==> src/rtl/decode_and_operand_fetch_pkg.sv <==
// Shared definitions for the decode/operand-fetch stage and its neighbours.
// Holds the opcode constants, the instruction field layout and the helper
// that maps an opcode onto its operand class (which slots it reads and
// whether it writes rd).
package decode_and_operand_fetch_pkg;

    localparam int DATA_W  = 16;
    localparam int REG_CNT = 16;
    localparam int ADDR_W  = 8;

    localparam logic [3:0] OP_NOP   = 4'd0;
    localparam logic [3:0] OP_UNARY = 4'd9;
    localparam logic [3:0] OP_LOAD  = 4'd14;
    localparam logic [3:0] OP_STORE = 4'd15;

    // instr[15:12] op, [11:8] rd, [7:4] rs1, [3:0] rs2 ([7:0] doubles as memAddr)
    typedef struct packed {
        logic [3:0] op;
        logic [3:0] rd;
        logic [3:0] rs1;
        logic [3:0] rs2;
    } instr_t;

    typedef struct packed {
        logic rd1;   // reads source slot 1 (rs1, or rd for STORE)
        logic rd2;   // reads source slot 2 (rs2)
        logic wr;    // writes rd
    } op_class_t;

    function automatic op_class_t classify(input logic [3:0] op);
        op_class_t c;
        c.rd1 = (op != OP_NOP) && (op != OP_LOAD);
        c.rd2 = (op != OP_NOP) && (op != OP_UNARY) && (op != OP_LOAD) && (op != OP_STORE);
        c.wr  = (op != OP_NOP) && (op != OP_STORE);
        return c;
    endfunction

endpackage

==> src/rtl/decode_and_operand_fetch_register_file.sv <==
// Architectural register file: REG_CNT x DATA_W, two asynchronous read
// ports, one synchronous write port, asynchronous active-low clear.
// Ports:
//   clk, rst        clock, async active-low clear of every register
//   raddr1/rdata1   read port 1 (combinational)
//   raddr2/rdata2   read port 2 (combinational)
//   we/waddr/wdata  write port, committed on the rising edge
module register_file #(
    parameter int DATA_W  = 16,
    parameter int REG_CNT = 16,
    parameter int IDX_W   = 4
) (
    input  logic              clk,
    input  logic              rst,
    input  logic [IDX_W-1:0]  raddr1,
    output logic [DATA_W-1:0] rdata1,
    input  logic [IDX_W-1:0]  raddr2,
    output logic [DATA_W-1:0] rdata2,
    input  logic              we,
    input  logic [IDX_W-1:0]  waddr,
    input  logic [DATA_W-1:0] wdata
);

    logic [REG_CNT-1:0][DATA_W-1:0] regs;

    always_ff @(posedge clk or negedge rst) begin
        if (!rst)    regs <= '0;
        else if (we) regs[waddr] <= wdata;
    end

    assign rdata1 = regs[raddr1];
    assign rdata2 = regs[raddr2];

endmodule

==> src/rtl/decode_and_operand_fetch.sv <==
// Decode / operand-fetch stage: splits the fetched word into fields, reads
// operands (with write-back bypass), tracks pending writers in a busy-bit
// scoreboard, stalls on RAW/WAW hazards and issues one registered operation
// per cycle to the execute/store-back stage.
// Ports:
//   clk, rst                      clock, async active-low reset
//   instr, instr_valid            instruction word from fetch
//   instr_ready                   stage accepts instr this cycle
//   opcode, destReg, memAddr      issued operation (opcode 0 = bubble)
//   srcVal1/2, used1/2            operand values and live-operand flags
//   destRegStore, destVal,        write-back request from execute
//   storeNow
//   storeDone                     write-back committed (1-cycle pulse)
module decode_and_operand_fetch
    import decode_and_operand_fetch_pkg::*;
#(
    parameter int DATA_W  = decode_and_operand_fetch_pkg::DATA_W,
    parameter int REG_CNT = decode_and_operand_fetch_pkg::REG_CNT,
    parameter int ADDR_W  = decode_and_operand_fetch_pkg::ADDR_W
) (
    input  logic              clk,
    input  logic              rst,
    input  logic [15:0]       instr,
    input  logic              instr_valid,
    output logic              instr_ready,
    output logic [3:0]        opcode,
    output logic [3:0]        destReg,
    output logic [DATA_W-1:0] srcVal1,
    output logic [DATA_W-1:0] srcVal2,
    output logic [ADDR_W-1:0] memAddr,
    output logic              used1,
    output logic              used2,
    input  logic [3:0]        destRegStore,
    input  logic [DATA_W-1:0] destVal,
    input  logic              storeNow,
    output logic              storeDone
);

    instr_t              f;
    op_class_t           cls;
    logic [3:0]          src1;
    logic [DATA_W-1:0]   rf1, rf2, op1, op2;
    logic                byp1, byp2, hazard, accept, ready_en;
    logic [REG_CNT-1:0]  busy, busy_nxt;

    assign f    = instr;
    assign cls  = classify(f.op);
    // STORE sends rd's value out as the data to be stored
    assign src1 = (f.op == OP_STORE) ? f.rd : f.rs1;

    register_file #(.DATA_W(DATA_W), .REG_CNT(REG_CNT), .IDX_W(4)) u_rf (
        .clk    (clk),
        .rst    (rst),
        .raddr1 (src1),
        .rdata1 (rf1),
        .raddr2 (f.rs2),
        .rdata2 (rf2),
        .we     (storeNow),
        .waddr  (destRegStore),
        .wdata  (destVal)
    );

    // A write-back landing this cycle satisfies a RAW dependency directly
    assign byp1 = storeNow && (destRegStore == src1);
    assign byp2 = storeNow && (destRegStore == f.rs2);
    assign op1  = byp1 ? destVal : rf1;
    assign op2  = byp2 ? destVal : rf2;

    // WAW is never bypassed: the in-flight writer must retire first
    assign hazard = instr_valid &&
                    ((cls.rd1 && busy[src1]  && !byp1) ||
                     (cls.rd2 && busy[f.rs2] && !byp2) ||
                     (cls.wr  && busy[f.rd]));

    // ready_en keeps the stage closed until the first edge after reset
    assign instr_ready = ready_en && !hazard;
    assign accept      = instr_valid && instr_ready;

    // Clear on write-back first, then set for a new writer so set wins
    always_comb begin
        busy_nxt = busy;
        if (storeNow)          busy_nxt[destRegStore] = 1'b0;
        if (accept && cls.wr)  busy_nxt[f.rd]         = 1'b1;
    end

    always_ff @(posedge clk or negedge rst) begin
        if (!rst) begin
            busy      <= '0;
            ready_en  <= 1'b0;
            storeDone <= 1'b0;
            opcode    <= OP_NOP;
            destReg   <= '0;
            srcVal1   <= '0;
            srcVal2   <= '0;
            memAddr   <= '0;
            used1     <= 1'b0;
            used2     <= 1'b0;
        end else begin
            busy      <= busy_nxt;
            ready_en  <= 1'b1;
            storeDone <= storeNow;
            if (accept) begin
                opcode  <= f.op;
                destReg <= f.rd;
                memAddr <= instr[ADDR_W-1:0];
                used1   <= cls.rd1;
                used2   <= cls.rd2;
                srcVal1 <= cls.rd1 ? op1 : '0;
                srcVal2 <= cls.rd2 ? op2 : '0;
            end else begin
                // bubble: only opcode and used flags drop, the rest hold
                opcode  <= OP_NOP;
                used1   <= 1'b0;
                used2   <= 1'b0;
            end
        end
    end

endmodule
==> config.mk <==
export PLATFORM = sky130hd
export DESIGN_NAME = decode_and_operand_fetch
export DESIGN_NICKNAME = d
export VERILOG_FILES = /design/src/rtl/decode_and_operand_fetch_pkg.sv /design/src/rtl/decode_and_operand_fetch_register_file.sv /design/src/rtl/decode_and_operand_fetch.sv
export SDC_FILE = /design/constraint.sdc
export NUM_CORES = 1
export LEC_CHECK = 0
export CELL_PAD_IN_SITES_DETAIL_PLACEMENT = 2
export CELL_PAD_IN_SITES_GLOBAL_PLACEMENT = 2
export CORE_MARGIN = 2
export CORE_UTILIZATION = 45
export CTS_CLUSTER_SIZE = 20
export DETAILED_ROUTE_END_ITERATION = 10
export DONT_BUFFER_PORTS = 1
export PLACE_DENSITY = 0.8
export SETUP_SLACK_MARGIN = 0.2
export SLEW_MARGIN = 20
export SYNTH_ARGS = -nofsm -noshare
export SYNTH_HDL_FRONTEND = slang
export SYNTH_SLANG_ARGS = --single-unit
==> constraint.sdc <==
create_clock -name clk -period 3.4 [get_ports clk]
set_clock_uncertainty 0.2 [all_clocks]
set_input_delay 0.68 -clock clk [delete_from_list [all_inputs] [get_ports clk]]
set_output_delay 0.68 -clock clk [all_outputs]
set_load 0.01 [all_outputs]
==> flow_summary_export.csv <==
group,metric,value,unit
clocking,tritoncts,"built",
critical_path,arrival,2.62,ns
critical_path,crit_family,"multiplexers",
floorplanning,core,38500,µm²
critical_path,crit_type,"reg2out",
critical_path,slowest_delay,0.54,ns
timing,max-slew-margin-rel,0.107,
clocking,numCtsBuffers,37,
hold_path,hold_path_class,"in2async",
grt,antenna_found_initial,1,
power_and_ir_drop,power,12.9,mW
final_layout,nFillCells,3545,
critical_path,r2r_setup_slack,0.22,ns
floorplanning,placementRows,72,
critical_path,path_buf_inv,0,
flow_run,drv_cap,0,
logic_synthesis,synth_compound_area_frac,0.0710,
logic_synthesis,synthFlopType,"dfrtp_1",
final_layout,final_util,0.506,
power_and_ir_drop,powerDensity,664,nW/µm²
timing,finalCritPeriodShare,1.03,
timing,max_freq,0.286,GHz
logic_synthesis,synth_area,17400,µm²
final_layout,layout-drive-gt1-share,0.424,
logic_synthesis,synth_top_area_frac,0.465,
logic_synthesis,ys_ff_latch,324,
floorplanning,die_area,40300,µm²
route,drt-wirelength-per-cell,36.8,µm
final_layout,fin_area,19500,µm²
timing,setup_ws,-0.0958,ns
clocking,clock_path_buffers,3,
critical_path,cp.depth,5,
critical_path,cpMaxStageDelayCell,"mux4_2",
placed_design,portBuffers,0,
logic_synthesis,synthMuxAreaShare,0.371,
final_layout,n_antenna_cell,0,
floorplanning,start_util,0.453,
clocking,clock-root-buffer,"clkbuf_16",
logic_synthesis,yosys.cell_types.count,49,
critical_path,startpoint_type,"register",
clocking,numClockSinks,324,
route,drt-initial-drc-count,1000,
logic_synthesis,async_flop_share,1.00,
timing,worst_hold_slack,-0.379,ns
timing,post-route-min-period,3.50,ns
clocking,clock_latency,0.56,ns
timing,rsz0062_at_grt,"yes",
critical_path,cpMostUsedCell,"mux4_2",
final_layout,multi_input_area,8870,µm²
clocking,h-tree-depth,2,
logic_synthesis,synth_nets,1364,
critical_path,crit_chain,"mux4_2, mux4_2, a31oi_4, o21ai_2, a21boi_2",
route,drcViolationCount,0,
timing,worst_pin_slew,1.34,ns
route,drt-total-wl,68.1,mm
logic_synthesis,syn-mean-instance-area,13.2,µm²
logic_synthesis,synth_edf_count,0,
status,violations,"hold timing, setup timing",
grt,grt_pass1_wl,102,mm
logic_synthesis,postSynthCellCount,1324,
final_layout,final_nets,1348,
logic_synthesis,synthXorXnorAreaFrac,0.00251,
logic_synthesis,synthAdderAreaFrac,0,
grt,track_usage,0.342,
final_layout,syn_to_final_growth,11.8,%
route,viasPerCell,6.98,
critical_path,cp.required,2.52,ns
critical_path,path_max_fanout,4,
route,vias,12900,
logic_synthesis,yosys_warnings,0,
floorplanning,io_pins,92,
placed_design,dp_hpwl,38.7,mm
grt,grt.overflow.total,0,
floorplanning,fp.dieW,201,µm
critical_path,crit_path_end_kind,"output pin",
status,status,"finished, violations left",
clocking,clk_pin_slew,0.07,ns
clocking,cts_hold_buf,1,
logic_synthesis,synthSimpleGateAreaFrac,0.0578,
critical_path,r2r_start,"busy[14]",
timing,final_max_slew_viol_count,0,
logic_synthesis,synth_top_family_by_area,"multiplexers",
grt,grt_start_max_net_pins,325,
timing,setup_viol_count_final,1,
power_and_ir_drop,ir_drop,0.306,mV
logic_synthesis,synth.largest_area_cell,"dfrtp_1",
critical_path,r2r_cells,8,
grt,grt_pass1_vias,14700,
route,ant_nets,0,
route,drtPass1Iterations,7,
logic_synthesis,seq_area_frac_synth,0.465,
final_layout,register_area,8110,µm²
critical_path,rr_endpoint,"busy[5]",
floorplanning,die_y,201,µm
logic_synthesis,ys_top_cells_by_area,"dfrtp_1 (47%), mux2_2 (18%), mux4_2 (13%)",
timing,hold_violations,324,
power_and_ir_drop,power_leakage,8.23,nW
placed_design,post_dp_cell_area,18200,µm²
placed_design,place.gp.congestion,0.845,
## cell type report
class | instances | share of cell area
multi-input combinational | 869 | 0.455
sequential | 324 | 0.417
clock buffer | 55 | 0.0568
tap | 518 | 0.0333
timing repair buffer | 62 | 0.0305
clock inverter | 11 | 0.00469
inverter | 14 | 0.00270
## logic make-up (layout without fill, tap and decap cells)
logic type             Yosys count  count (layout)
AND/OR/NAND/NOR                231             231
other                            1               1
flip-flops                     324             324
multiplexers                   470             470
AO/OA/AOI/OAI                  162             162
XOR/XNOR                         5               5
buffers and inverters          131             142
## power breakdown
group	internal [mW]	total [mW]	switching [mW]
sequential	4.85	5.99	1.14
clock	2.34	4.08	1.75
combinational	1.64	2.86	1.23
## stage by stage
stage | std cells | setup slack [ns] | TNS [ns]
floorplan | 1324 | 0.160 | 0
global placement | 1784 | 0.123 | 0
detailed placement | 1784 | -0.00747 | -0.0293
CTS | 1852 | -0.0814 | -0.0814
global route | 1853 | -0.122 | -0.122
finish | 1853 | -0.0958 | -0.0958
## flip-flops by register name, indices dropped and copies added (netlist names)
signal / flops
memAddr: 8
used1: 1
srcVal2: 16
used2: 1
destReg: 4
opcode: 4
srcVal1: 16
u_rf.regs: 256
ready_en: 1
storeDone: 1
busy: 16
## worst max-delay path by stage
stage,start,slack [ns],to
after floorplan,instr[1],0.16,instr_ready
after global placement,instr[15],0.12,srcVal1[2]
final,busy[14],-0.1,instr_ready
after global routing,busy[14],-0.12,instr_ready
after detailed placement,instr[15],-0.007,memAddr[7]
after CTS,busy[11],-0.08,instr_ready
## placed cells by master, fill, tap and decap left out, types with 2 or more instances in the layout
cell | Yosys | layout
nor3_1 | 2 | 2
nand4_1 | 18 | 18
clkbuf_16 | 0 | 39
a32oi_1 | 33 | 33
xor2_1 | 4 | 4
a21oi_1 | 53 | 53
o211ai_1 | 17 | 17
or4_1 | 4 | 4
nor2_2 | 0 | 9
nand2_1 | 134 | 134
nor2_1 | 43 | 34
or2_2 | 2 | 2
o31a_1 | 2 | 2
buf_4 | 1 | 51
a221oi_1 | 19 | 19
clkbuf_1 | 81 | 9
nand3b_1 | 3 | 3
clkinv_2 | 0 | 7
a22oi_1 | 3 | 2
o41ai_2 | 12 | 12
nand2b_1 | 6 | 6
dfrtp_1 | 324 | 319
inv_1 | 14 | 14
nand3_1 | 10 | 10
mux4_2 | 103 | 103
mux2i_4 | 1 | 4
clkbuf_8 | 0 | 7
mux2i_1 | 63 | 60
o21ai_0 | 13 | 12
inv_6 | 0 | 2
mux2_2 | 284 | 283
mux2_4 | 18 | 19
buf_12 | 0 | 10
dfrtp_2 | 0 | 5
## timing repair
item,4_1_cts,5_1_grt
pin swaps,2,1
gates resized for setup,2,7
buffers inserted,1,1
setup endpoints to repair,1,1
endpoints found under the hold margin,325,324
## synthesized netlist by cell type (10+ instances only)
cell and instances:
nor2_1 43, nand2_1 134, o211ai_1 17, nand3_1 10, mux2_2 284, a21oi_1 53, mux4_2 103, nand4_1 18
buf_2 20, mux2_4 18, a32oi_1 33, inv_1 14, a221oi_1 19, clkbuf_1 81, o41ai_2 12, mux2i_1 63
dfrtp_1 324, o21ai_0 13
## layer usage
layer	up-vias	GRT usage	wire, µm
met4	2	0.181	3960
li1	4979	-	-
met3	276	0.0761	5280
met1	6999	0.416	25400
met5	-	0	12
met2	669	0.571	33400
Power figures use the tool's default switching activity.
